===== config.mk =====
export PLATFORM = sky130hd
export DESIGN_NAME = pipe_hazard_ctrl
export DESIGN_NICKNAME = d
export VERILOG_FILES = /design/src/rtl/pipe_hazard_ctrl_pkg.sv /design/src/rtl/pipe_hazard_ctrl_div_handshake_fsm.sv /design/src/rtl/pipe_hazard_ctrl.sv
export SDC_FILE = /design/constraint.sdc
export NUM_CORES = 1
export LEC_CHECK = 0
export BUFFER_PORTS_ARGS = -buffer_cell sky130_fd_sc_hd__buf_4
export CAP_MARGIN = 20
export CORE_ASPECT_RATIO = 0.7
export CORE_MARGIN = 3
export CORE_UTILIZATION = 45
export CTS_BUF_LIST = sky130_fd_sc_hd__clkbuf_8
export DETAILED_ROUTE_END_ITERATION = 10
export HOLD_SLACK_MARGIN = 0.02
export PLACE_DENSITY = 0.8
export SYNTH_ARGS = -nofsm -noshare
export SYNTH_HDL_FRONTEND = slang
export SYNTH_HIERARCHICAL = 1
export SYNTH_SLANG_ARGS = --single-unit

===== constraint.sdc =====
create_clock -name clk -period 2.4 [get_ports clk]
set_input_delay 0.12 -clock clk [delete_from_list [all_inputs] [get_ports clk]]
set_output_delay 0.12 -clock clk [all_outputs]
set_load 0.02 [all_outputs]

===== src/rtl/pipe_hazard_ctrl_pkg.sv =====
// Shared constants, stage indices and divider-handshake state encoding
// for the pipeline hazard/flush controller.
package pipe_hazard_ctrl_pkg;

  localparam logic [31:0] DEFAULT_EXC_VECTOR = 32'hBFC00380;
  localparam logic [31:0] DEFAULT_ERET_CODE  = 32'h0000000E;

  localparam int STG_IF     = 0;
  localparam int STG_ID     = 1;
  localparam int STG_EX     = 2;
  localparam int STG_MEM    = 3;
  localparam int STG_WB     = 4;
  localparam int NUM_STAGES = 5;

  typedef logic [NUM_STAGES-1:0] stage_vec_t;

  typedef enum logic [1:0] {
    DIV_IDLE = 2'd0,
    DIV_BUSY = 2'd1,
    DIV_DONE = 2'd2
  } div_state_e;

  // Mask with every stage from IF up to and including 'last' set.
  function automatic stage_vec_t stages_upto(input int last);
    stage_vec_t m;
    m = '0;
    for (int i = 0; i < NUM_STAGES; i++) begin
      if (i <= last) m[i] = 1'b1;
    end
    return m;
  endfunction

endpackage


===== src/rtl/pipe_hazard_ctrl_div_handshake_fsm.sv =====
// Divider start/wait handshake: registered start pulse, abort on exception,
// and the IF..EX freeze while a division is in flight.
module pipe_hazard_ctrl_div_handshake_fsm
  import pipe_hazard_ctrl_pkg::*;
(
  input  logic clk,
  input  logic rst,
  input  logic div_op,
  input  logic except,
  input  logic div_ready,
  input  logic mem_stall,
  output logic div_start,
  output logic div_abort,
  output logic div_stall
);

  div_state_e state, state_next;
  logic       start_next;

  // NOTE: sequential state uses non-blocking assignments so every flop
  // samples the pre-edge value of its neighbours.
  always_ff @(posedge clk or posedge rst) begin
    if (rst) begin
      state     <= DIV_IDLE;
      div_start <= 1'b0;
    end else begin
      state     <= state_next;
      div_start <= start_next;
    end
  end

  // NOTE: every output of this block gets a default first, so no path
  // through the case leaves a signal unassigned and no latch is inferred.
  always_comb begin
    state_next = state;
    start_next = 1'b0;
    div_abort  = 1'b0;
    div_stall  = 1'b0;
    case (state)
      DIV_IDLE: begin
        // Hold the divide in EX during the launch cycle as well.
        if (div_op && !except) begin
          state_next = DIV_BUSY;
          start_next = 1'b1;
          div_stall  = 1'b1;
        end
      end
      DIV_BUSY: begin
        if (except) begin
          state_next = DIV_IDLE;
          div_abort  = 1'b1;
        // div_ready is still the previous result while the start pulse is out.
        end else if (div_ready && !div_start) begin
          state_next = mem_stall ? DIV_DONE : DIV_IDLE;
        end else begin
          div_stall = 1'b1;
        end
      end
      DIV_DONE: begin
        if (except) begin
          state_next = DIV_IDLE;
          div_abort  = 1'b1;
        end else if (!mem_stall) begin
          state_next = DIV_IDLE;
        end
      end
      default: state_next = DIV_IDLE;
    endcase
  end

endmodule


===== src/rtl/pipe_hazard_ctrl.sv =====
// Pipeline hazard and flush controller: load-use detection, divider handshake,
// exception/ERET redirect with fetch-stall hold, and a stall-cycle counter.
module pipe_hazard_ctrl
  import pipe_hazard_ctrl_pkg::*;
#(
  parameter int          LOAD_USE_DIST = 1,
  parameter logic [31:0] EXC_VECTOR    = DEFAULT_EXC_VECTOR,
  parameter logic [31:0] ERET_CODE     = DEFAULT_ERET_CODE,
  parameter int          PERF_W        = 32
) (
  input  logic              clk,
  input  logic              rst,
  input  logic [4:0]        id_rs,
  input  logic [4:0]        id_rt,
  input  logic              ex_rmem,
  input  logic [4:0]        ex_wa,
  input  logic              mem_rmem,
  input  logic [4:0]        mem_wa,
  input  logic              ex_div_op,
  input  logic              div_ready,
  output logic              div_start,
  output logic              div_abort,
  input  logic              stallreq_from_if,
  input  logic              stallreq_from_mem,
  input  logic [31:0]       mem_excepttype,
  input  logic [31:0]       mem_cp0_epc,
  output logic [4:0]        stall,
  output logic [4:0]        flush,
  output logic              redirect_valid,
  output logic [31:0]       mem_newpc,
  output logic [PERF_W-1:0] stall_cycles
);

  logic        except;
  logic [31:0] target;
  logic        lu_ex, lu_mem, lu;
  logic        div_stall;
  logic        ex_frozen;
  logic        pending;
  logic [31:0] held_target;

  assign except = (mem_excepttype != 32'd0);
  assign target = (mem_excepttype == ERET_CODE) ? mem_cp0_epc : EXC_VECTOR;

  assign lu_ex  = ex_rmem && (ex_wa != 5'd0) && ((ex_wa == id_rs) || (ex_wa == id_rt));
  assign lu_mem = mem_rmem && (mem_wa != 5'd0) && ((mem_wa == id_rs) || (mem_wa == id_rt));
  assign lu     = lu_ex || ((LOAD_USE_DIST >= 2) && lu_mem);

  pipe_hazard_ctrl_div_handshake_fsm u_div_fsm (
    .clk       (clk),
    .rst       (rst),
    .div_op    (ex_div_op),
    .except    (except),
    .div_ready (div_ready),
    .mem_stall (stallreq_from_mem),
    .div_start (div_start),
    .div_abort (div_abort),
    .div_stall (div_stall)
  );

  // A redirect that lands while fetch is stalled is replayed until fetch accepts it.
  always_ff @(posedge clk or posedge rst) begin
    if (rst) begin
      pending     <= 1'b0;
      held_target <= 32'd0;
    end else if (except) begin
      pending <= stallreq_from_if;
      if (stallreq_from_if) held_target <= target;
    end else if (!stallreq_from_if) begin
      pending <= 1'b0;
    end
  end

  assign ex_frozen = stallreq_from_mem || div_stall;

  always_comb begin
    stall          = '0;
    flush          = '0;
    redirect_valid = 1'b0;
    mem_newpc      = 32'd0;
    if (except) begin
      flush          = '1;
      redirect_valid = 1'b1;
      mem_newpc      = target;
    end else begin
      if (stallreq_from_mem) begin
        stall         |= stages_upto(STG_MEM);
        flush[STG_WB]  = 1'b1;
      end
      if (div_stall) stall |= stages_upto(STG_EX);
      if (lu) begin
        stall |= stages_upto(STG_ID);
        // A frozen EX keeps its instruction; the bubble is only needed when EX moves.
        if (!ex_frozen) flush[STG_EX] = 1'b1;
      end
      if (stallreq_from_if) stall |= stages_upto(STG_ID);
      if (pending) begin
        redirect_valid = 1'b1;
        mem_newpc      = held_target;
        flush[STG_IF]  = 1'b1;
      end
    end
  end

  always_ff @(posedge clk or posedge rst) begin
    if (rst) begin
      stall_cycles <= '0;
    end else if (stall[STG_IF] && (stall_cycles != {PERF_W{1'b1}})) begin
      stall_cycles <= stall_cycles + 1'b1;
    end
  end

endmodule


==> flow_summary.ini, run 1 <==
[route]
drt_wl_total_mm = 10.66
drc_errors = 0
drt_first_iter_violations = 188
vias_per_cell = 5.249
vias = 3711
drt_first_pass_iters = 4
drtAntennaViolNets = 0
avgRoutedWirePerCell_um = 15.07

[placed_design]
port_buffer_count = 161
dp.cells = 687
place.detailed.hpwl_mm = 8.286
routabilityCongestion = 0.8994
post-place-ws_ns = 0.03355

[clock_network]
clk_path_buf_depth = 2
cts_max_level = 3
insertion_delay_ns = 0.34
cts-buffers-inserted = 9
cts-root-buf = sky130_fd_sc_hd__clkbuf_8
cts.clk_slew.worst_paths_ns = 0.08
tritoncts = yes
cts.sinks = 68

[synth]
synthesis.instances = 440
post-synth-top-count-cell = sky130_fd_sc_hd__nand2_1
synthesis.area_per_instance_um2 = 8.758
synthTopCellsByArea = sky130_fd_sc_hd__dfrtp_1 44%, sky130_fd_sc_hd__nand2_1 11%, sky130_fd_sc_hd__xor2_1 5.9%
ys_types = 48
yosys_register_bits = 68
postSynth.asyncResetShare_pct = 100.0
syn_nets = 536
post_synth_edffs = 0
dominant_register_cell_in_the_synthesized_netlist = sky130_fd_sc_hd__dfrtp_1
seq_area_frac_synth_pct = 44.16
yosys.area.top_type = sky130_fd_sc_hd__dfrtp_1
total_number_of_yosys_warnings = 6
netlist_top_cells_count = 114 x sky130_fd_sc_hd__nand2_1, 68 x sky130_fd_sc_hd__dfrtp_1, 35 x sky130_fd_sc_hd__nor2_1
synth.top_cell.area_share_pct = 44.16
syn_area_mm2 = 0.003854

[sta]
post-route-period-util_pct = 96.01
finalHoldWorstSlack_ns = 0.04454
finalCriticalPeriod_ns = 2.304
achievable-frequency_mhz = 434.0
slew_headroom_pct = 55.14
hold_viol_final = 0
timing.final.ws_setup_ns = 0.09570
tightestPinTransition_ns = 0.6719
clock_skew_ns = 0.01072
timing.final.setup_violations = 0
slew_violations = 0

[setup_path]
cp_max_fo = 5
reg2reg_setup_slack_ns = 0.17
max_stage_delay_ns = 0.40
r2r.worst_path.cells = 11
critical_path.endpoint_type = output pin
cpMostUsedCell = sky130_fd_sc_hd__inv_1
start_kind = flip-flop
timing.rr.end = stall_cycles[19]
cp_data_arrival_time_ns = 2.18
cp.required_ns = 2.28
critical_path.slowest_cell = sky130_fd_sc_hd__or3_4
worst_setup_path_class = flip-flop to output pin
crit_path_cells = inv_1, ha_2, nand2_1, a21oi_2, or3_4, nand2b_4, o211ai_4, buf_8, inv_1, buf_4
critical_path.reg2reg.startpoint = u_div_fsm/state[0]

[final_layout]
area.growth.synth_to_final_pct = 42.56
post_route_cells_drive_above_1_share_pct = 36.63
finish.net_count = 697
antenna_cells = 0
instances_no_fill = 707

[min_path]
min-delay-path-class = primary input to flip-flop
worst_hold_startpoint = mem_cp0_epc[6]
min_delay_path_depth = 3
whs_endpoint = held_target[6]

[job]
timing.max_cap.violations = 0

[die]
fp.dieW_um = 116.6
chipHeight_um = 83.43
fp.coreArea_mm2 = 0.008074
initial_core_util_pct = 47.73
pin_count = 169
floorplan.die_area_mm2 = 0.009728
fp-row-count = 27

[global_routing]
grt_pass1_wl_mm = 17.32
global_route.overflow_total = 0
pin_count_of_the_biggest_net_entering_global_routing = 65
number_of_global_route_vias_before_repair = 3660
grt_antenna_before_repair = 0
grt_use_total_pct = 22.20

[status]
outcome = finished clean

[power]
peakVddDrop_uv = 307.9
leakage_power_total_nw = 2.786
power_density_mw_per_mm2 = 469.8
[layout by cell type, fill, tap and decap left out, types with 10 or more instances in the layout]
cell / Yosys / layout
sky130_fd_sc_hd__dfrtp_1: 68 / 68
sky130_fd_sc_hd__nor3_1: 12 / 11
sky130_fd_sc_hd__inv_1: 12 / 11
sky130_fd_sc_hd__nor2_1: 35 / 35
sky130_fd_sc_hd__xor2_1: 26 / 26
sky130_fd_sc_hd__nand3_1: 10 / 10
sky130_fd_sc_hd__o21ai_0: 32 / 32
sky130_fd_sc_hd__a21oi_1: 13 / 12
sky130_fd_sc_hd__xnor2_1: 14 / 14
sky130_fd_sc_hd__clkbuf_8: 0 / 11
sky130_fd_sc_hd__buf_4: 8 / 170
sky130_fd_sc_hd__nand2_1: 114 / 113
[kinds of logic (layout without fill, tap and decap cells)]
group                    after synthesis  in the layout  synth area share, %
AND/OR/NAND/NOR                      230            230                31.20
buffers and inverters                 39            205                4.935
AO/OA/AOI/OAI                         56             56                8.636
multiplexers                           2              2               0.5844
other                                  1              1              0.09731
adder cells (fa/ha/maj)                4              4                1.299
XOR/XNOR                              40             40                9.091
flip-flops                            68             68                44.16
[worst max-delay path, delay by kind of cell (launching register included)]
family          cells  cell delay (ns)
simple gates        3             0.64
buf+inv             4             0.42
fa+ha+maj           1             0.22
flops               1             0.37
compound gates      2             0.19
[through the flow]
stage,instance area [um^2],power [mW],setup TNS (ns),util [%]
3_5_place_dp,5170,1.400,0,64.03
4_1_cts,5475,2.608,0,67.81
5_1_grt,5494,2.675,-0.01776,68.05
6_report,5494,2.581,0,68.05
3_3_place_gp,5170,1.393,0,64.03
2_1_floorplan,3857,1.261,0,-
[worst max-delay path by stage]
stage,start,end,slack (ns),cells after the start
finish,u_div_fsm/state[0],stall[0],0.1,10
global placement,mem_excepttype[0],stall_cycles[31],0.13,12
global route,u_div_fsm/state[1],stall[1],-0.009,10
floorplan,mem_excepttype[29],stall[1],0.01,13
detailed placement,mem_excepttype[16],stall_cycles[31],0.03,12
CTS,u_div_fsm/state[0],stall[0],0.02,9
[flip-flops by register name, indices dropped and copies added, names as in the netlist]
register / flops
pending: 1
u_div_fsm/div_start: 1
u_div_fsm/state: 2
held_target: 32
stall_cycles: 32
[repair_timing]
| action | CTS | global route |
|---|---|---|
| endpoints found under the setup margin | 2 | 12 |
| hold buffers | 2 | 0 |
| pin swaps | 0 | 1 |
| endpoints found under the hold margin | 34 | 0 |
| resized for setup | 4 | 3 |
| setup buffers | 1 | 1 |
[area by class of cell]
type / instances / area [um^2]
Sequential cell: 68 / 1702
Clock inverter: 5 / 106.4
Tap cell: 101 / 126.4
Inverter: 13 / 48.80
Fill cell: 657 / 2580
Clock buffer: 11 / 151.4
Multi-Input combinational cell: 333 / 1988
Timing Repair Buffer: 176 / 1371
[layer usage]
metal	GRT usage [%]	routed length (um)	vias to the layer above
li1	-	-	1798
met1	28.08	4441	1770
met2	37.75	5489	132
met3	5.317	600	11
met4	6.042	125	0
met5	0	0	-
[report_power, final]
part	internal (mW)	total, mW	switching [mW]
clock network	0.751	1.20	0.450
logic	0.122	0.210	0.0880
registers	1.16	1.17	0.0115
Note: power is estimated with default switching activity, not from simulation.
==> run 2, diff against run 1 <==
Settings changed: CELL_PAD_IN_SITES_DETAIL_PLACEMENT set to 0, CELL_PAD_IN_SITES_GLOBAL_PLACEMENT set to 1, CORE_UTILIZATION 45 to 35, PLACE_DENSITY 0.8 to not set, PLACE_DENSITY_LB_ADDON set to 0.1.
Clock period 2.4 ns to 2.55 ns, I/O delays scaled along.
==> flow_summary.ini, run 2 (synthesis gave the netlist of run 1 again) <==
[die]
floorplan.die_area_mm2 = 0.01233
chipHeight_um = 93.79
initial_core_util_pct = 36.53
fp.coreArea_mm2 = 0.01055
fp-row-count = 31
pin_count = 169
fp.dieW_um = 131.4

[clock_network]
cts.sinks = 68
cts_max_level = 3
clk_path_buf_depth = 2
tritoncts = yes
cts-root-buf = sky130_fd_sc_hd__clkbuf_8
cts.clk_slew.worst_paths_ns = 0.08
insertion_delay_ns = 0.34
cts-buffers-inserted = 9

[power]
leakage_power_total_nw = 2.759
net-switching-power_mw = 0.5214
internal-power_mw = 1.781
peakVddDrop_uv = 188.0
power_switching_share_pct = 22.65
share_seq_of_total_power_pct = 47.7
comb_power_share_pct = 8.7
power.clock.fraction_pct = 43.6
power_density_mw_per_mm2 = 418.6

[route]
drt_first_iter_violations = 226
drc_errors = 0
drt_wl_total_mm = 10.67
vias_per_cell = 4.721
drt_first_pass_iters = 4
detail_route.wirelength.met1_mm = 5.248
highest_layer = met4
wl_met2_mm = 4.591
drtAntennaViolNets = 0
vias = 3564
detailroute.wirelength.met3_um = 712
avgRoutedWirePerCell_um = 14.13

[setup_path]
critical_path.endpoint_type = output pin
cp.required_ns = 2.42
critical_path.slowest_cell = sky130_fd_sc_hd__or3_1
worst_setup_path_class = flip-flop to output pin
cp_data_arrival_time_ns = 2.23
max_stage_delay_ns = 0.42
critical_path_depth = 10
critPathBufInv = 4
r2r.worst_path.cells = 10
cpMostUsedCell = sky130_fd_sc_hd__inv_1
start_kind = flip-flop
cp_max_fo = 5
cp_top_family = simple AND/OR/NAND/NOR gates
reg2reg_setup_slack_ns = 0.24
crit_path_cells = inv_1, ha_1, nand2_1, a21oi_1, or3_1, nand2b_1, o211ai_4, buf_6, inv_1, buf_4

[global_routing]
global_route.overflow_total = 0
pin_count_of_the_biggest_net_entering_global_routing = 65
grt_antenna_before_repair = 0
grt_use_total_pct = 17.23
grt_pass1_wl_mm = 17.35
number_of_global_route_vias_before_repair = 3529

[sta]
hold_viol_final = 0
achievable-frequency_mhz = 423.9
finalCriticalPeriod_ns = 2.359
slew_headroom_pct = 52.46
timing.final.setup_violations = 0
unrepaired_setup_endpoints_after_global_routing = no
clock_skew_ns = 0.01124
tightestPinTransition_ns = 0.7120
slew_violations = 0
setup-tns-final_ns = 0
post-route-period-util_pct = 92.52

[placed_design]
port_buffer_count = 161
dp.cells = 735
place.detailed.hpwl_mm = 7.989
routabilityCongestion = 0.7524

[job]
timing.max_cap.violations = 0

[min_path]
min-delay-path-class = primary input to flip-flop
min_delay_path_depth = 3

[final_layout]
post_route_cells_drive_above_1_share_pct = 35.91
biggest_registers_after_layout = held_target x32, stall_cycles x32, u_div_fsm/state x2
n_fill_cell = 1047
final_cell_mix = 171 x sky130_fd_sc_hd__buf_4, 113 x sky130_fd_sc_hd__nand2_1, 68 x sky130_fd_sc_hd__dfrtp_1
antenna_cells = 0
area.growth.synth_to_final_pct = 42.73
most_frequent_standard_cell_in_the_layout_excluding_fill_and_tap_cells = sky130_fd_sc_hd__buf_4
instances_no_fill = 755
finish.net_count = 698
finish.utilization_pct = 52.13

[status]
outcome = finished clean
[run 2: changes by cell type in the layout (fill, tap and decap cells not counted), sizes merged]
| cell | delta |
|---|---|
| clkbuf | -1 |
| clkinvlp | +2 |
| buf | +1 |
| bufinv | -1 |
| clkinv | +1 |
| inv | -1 |
[run 2: layout make-up]
class                   instances  area [um^2]  share of cell area, %
flip-flops and latches         68         1702                  30.94
well taps                     148        185.2                  3.367
repair buffers                177         1375                  25.00
clock buffers                  10        137.6                  2.502
inverters                      13        48.80                 0.8872
clock inverters                 6        87.58                  1.592
multi-input cells             333         1964                  35.71
[run 2: power groups by stage]
stage	combinational [mW]	sequential [mW]	clock, mW
floorplan	0.0688	1.12	0
global placement	0.198	1.12	0
detailed placement	0.200	1.12	0
CTS	0.203	1.10	1.04
global route	0.222	1.10	1.08
finish	0.199	1.10	1.00
[run 2: path summary, 6_finish.rpt]
check / endpoint / from
max reg2reg: stall_cycles[23] / u_div_fsm/state[1]
min reg2reg: held_target[29] / held_target[29]
min: held_target[16] / mem_cp0_epc[16]
max: stall[0] / u_div_fsm/state[0]
max in group asynchronous: held_target[30] / rst
min in group asynchronous: u_div_fsm/div_start / rst
[run 2: per-stage QoR]
step | hold slack (ns) | cell area [um^2] | setup WS (ns) | total power [mW]
2_1_floorplan | -0.1189 | 3855 | 0.09319 | 1.187
3_3_place_gp | 0.02041 | 5236 | 0.1129 | 1.316
3_5_place_dp | 0.02345 | 5236 | 0.1198 | 1.319
4_1_cts | 0.03316 | 5493 | 0.02305 | 2.340
5_1_grt | 0.03974 | 5500 | 0.002402 | 2.406
6_report | 0.05399 | 5500 | 0.1908 | 2.302
[run 2: per-layer routing]
| layer | vias to the layer above | track usage [%] |
|---|---|---|
| li1 | 1797 | - |
| met1 | 1643 | 24.37 |
| met2 | 116 | 24.96 |
| met3 | 8 | 5.835 |
| met4 | 0 | 5.070 |
| met5 | - | 0 |
[run 2: what timing repair did]
item | in CTS | in global routing
hold buffers | 2 | 0
gates cloned | 0 | 0
endpoints found under the setup margin | 2 | 3
setup buffers | 1 | 1
resized for setup | 1 | 0
endpoints found under the hold margin | 33 | 0
pin swaps | 0 | 1
[run 2: tightest hold or removal path: cells and delay by family]
family / cells / cell delay, ns
AOI/OAI and AO/OA: 1 / 0.07
buffers and inverters: 1 / 0.10
and+or+nand+nor: 1 / 0.06
==> run 3, diff against run 2 <==
Settings changed: CORE_MARGIN 3 to not set.
==> flow_summary.ini, run 3 (synthesis gave the netlist of run 1 again) <==
[status]
outcome = finished clean

[die]
chipHeight_um = 89.79
floorplan.die_area_mm2 = 0.01144
fp.dieW_um = 127.4
initial_core_util_pct = 36.66
fp.coreArea_mm2 = 0.01051
pin_count = 169
fp-row-count = 31

[sta]
hold_viol_final = 0
tightestPinTransition_ns = 0.5941
finalHoldWorstSlack_ns = 0.05663
achievable-frequency_mhz = 416.9
timing.final.ws_setup_ns = 0.1515
slew_headroom_pct = 60.27
post-route-period-util_pct = 94.06
unrepaired_setup_endpoints_after_global_routing = no
finalCriticalPeriod_ns = 2.398
setup-tns-final_ns = 0
clock_skew_ns = 0.006912
slew_violations = 0
timing.final.setup_violations = 0

[global_routing]
global_route.overflow_total = 0
grt_antenna_before_repair = 0
number_of_global_route_vias_before_repair = 3316
pin_count_of_the_biggest_net_entering_global_routing = 65
grt_pass1_wl_mm = 16.42
grt_use_total_pct = 18.27

[setup_path]
cpMostUsedCell = sky130_fd_sc_hd__inv_1
critical_path.endpoint_type = output pin
cp_data_arrival_time_ns = 2.27
cp.required_ns = 2.42
cp_max_fo = 5
max_stage_delay_ns = 0.42
start_kind = flip-flop
worst_setup_path_class = flip-flop to output pin
critical_path.slowest_cell = sky130_fd_sc_hd__or3_1
crit_path_cells = inv_1, ha_1, nand2_1, a21oi_1, or3_1, nand2b_1, o211ai_4, buf_6, inv_1, buf_4

[placed_design]
post-place-ws_ns = 0.1204
routabilityCongestion = 0.8123
port_buffer_count = 161
place.detailed.hpwl_mm = 7.758

[power]
internal-power_mw = 1.694
comb_power_share_pct = 9.1
power_density_mw_per_mm2 = 398.6
leakage_power_total_nw = 2.744
net-switching-power_mw = 0.4757
peakVddDrop_uv = 190.5
power.clock.fraction_pct = 40.3
power_switching_share_pct = 21.92
share_seq_of_total_power_pct = 50.6

[clock_network]
cts.sinks = 68
tritoncts = yes
cts-root-buf = sky130_fd_sc_hd__clkbuf_8
insertion_delay_ns = 0.34
cts-buffers-inserted = 9
cts.clk_slew.worst_paths_ns = 0.07
clk_path_buf_depth = 2
cts_max_level = 3

[job]
timing.max_cap.violations = 0

[final_layout]
final_cell_mix = 173 x sky130_fd_sc_hd__buf_4, 113 x sky130_fd_sc_hd__nand2_1, 68 x sky130_fd_sc_hd__dfrtp_1
biggest_registers_after_layout = held_target x32, stall_cycles x32, u_div_fsm/state x2
most_frequent_standard_cell_in_the_layout_excluding_fill_and_tap_cells = sky130_fd_sc_hd__buf_4
finish.net_count = 698
finish.utilization_pct = 51.78
post_route_cells_drive_above_1_share_pct = 35.70
area.growth.synth_to_final_pct = 41.23
antenna_cells = 0

[route]
avgRoutedWirePerCell_um = 13.70
drc_errors = 0
vias_per_cell = 4.724
drtAntennaViolNets = 0
drt_first_pass_iters = 4
drt_first_iter_violations = 215
drt_wl_total_mm = 10.31
vias = 3557

[min_path]
min-delay-path-class = primary input to flip-flop
-- run 3: what timing repair did --
item	CTS	global route
endpoints found under the hold margin	18	0
pin swaps	0	0
resized for setup	1	1
setup endpoints to repair	2	2
hold buffers	2	0
setup buffers	1	0
-- run 3: layer usage --
| metal | up-vias | part of all wire (%) | global-route usage [%] |
|---|---|---|---|
| li1 | 1795 | - | - |
| met1 | 1654 | 48 | 25.60 |
| met2 | 97 | 43 | 26.41 |
| met3 | 11 | 7.4 | 6.131 |
| met4 | 0 | 1.0 | 5.556 |
| met5 | - | 0 | 0 |
-- run 3: metrics by stage --
stage / cell area, um^2 / power [mW] / instances
2_1_floorplan: 3855 / 1.187 / 440
3_3_place_gp: 5219 / 1.314 / 736
3_5_place_dp: 5219 / 1.317 / 736
4_1_cts: 5440 / 2.209 / 753
5_1_grt: 5443 / 2.281 / 753
6_report: 5443 / 2.170 / 753
-- run 3: cell type report --
cell class                 count  area (um^2)
clock inverter                 3        38.79
multi-input combinational    333         1967
sequential                    68         1702
clock buffer                  11        151.4
tap                          148        185.2
timing repair buffer         177         1350
inverter                      13        48.80
fill                        1027         5069
-- run 3: worst paths after layout --
path,startpoint,end,slack [ns],cells past startpoint
max,u_div_fsm/state[1],stall[0],0.15,10
min,mem_cp0_epc[5],held_target[5],0.06,3
max reg2reg,u_div_fsm/state[1],stall_cycles[10],0.23,10
min reg2reg,held_target[26],held_target[26],0.48,2
max in group asynchronous,rst,held_target[14],1.51,4
min in group asynchronous,rst,u_div_fsm/state[1],0.23,3
-- run 3: power groups by stage --
stage | combinational, mW | clock (mW) | sequential, mW
final | 0.197 | 0.874 | 1.10
after detailed placement | 0.198 | 0 | 1.12
after floorplan | 0.0688 | 0 | 1.12
after global placement | 0.195 | 0 | 1.12
after CTS | 0.201 | 0.910 | 1.10
after global routing | 0.219 | 0.962 | 1.10
-- run 3: worst max-delay path, delay by kind of cell, from the launching register on --
kind	cells	cell delay (ns)
simple gates	3	0.69
buf+inv	4	0.42
flops	1	0.37
fa+ha+maj	1	0.23
compound gates	2	0.20
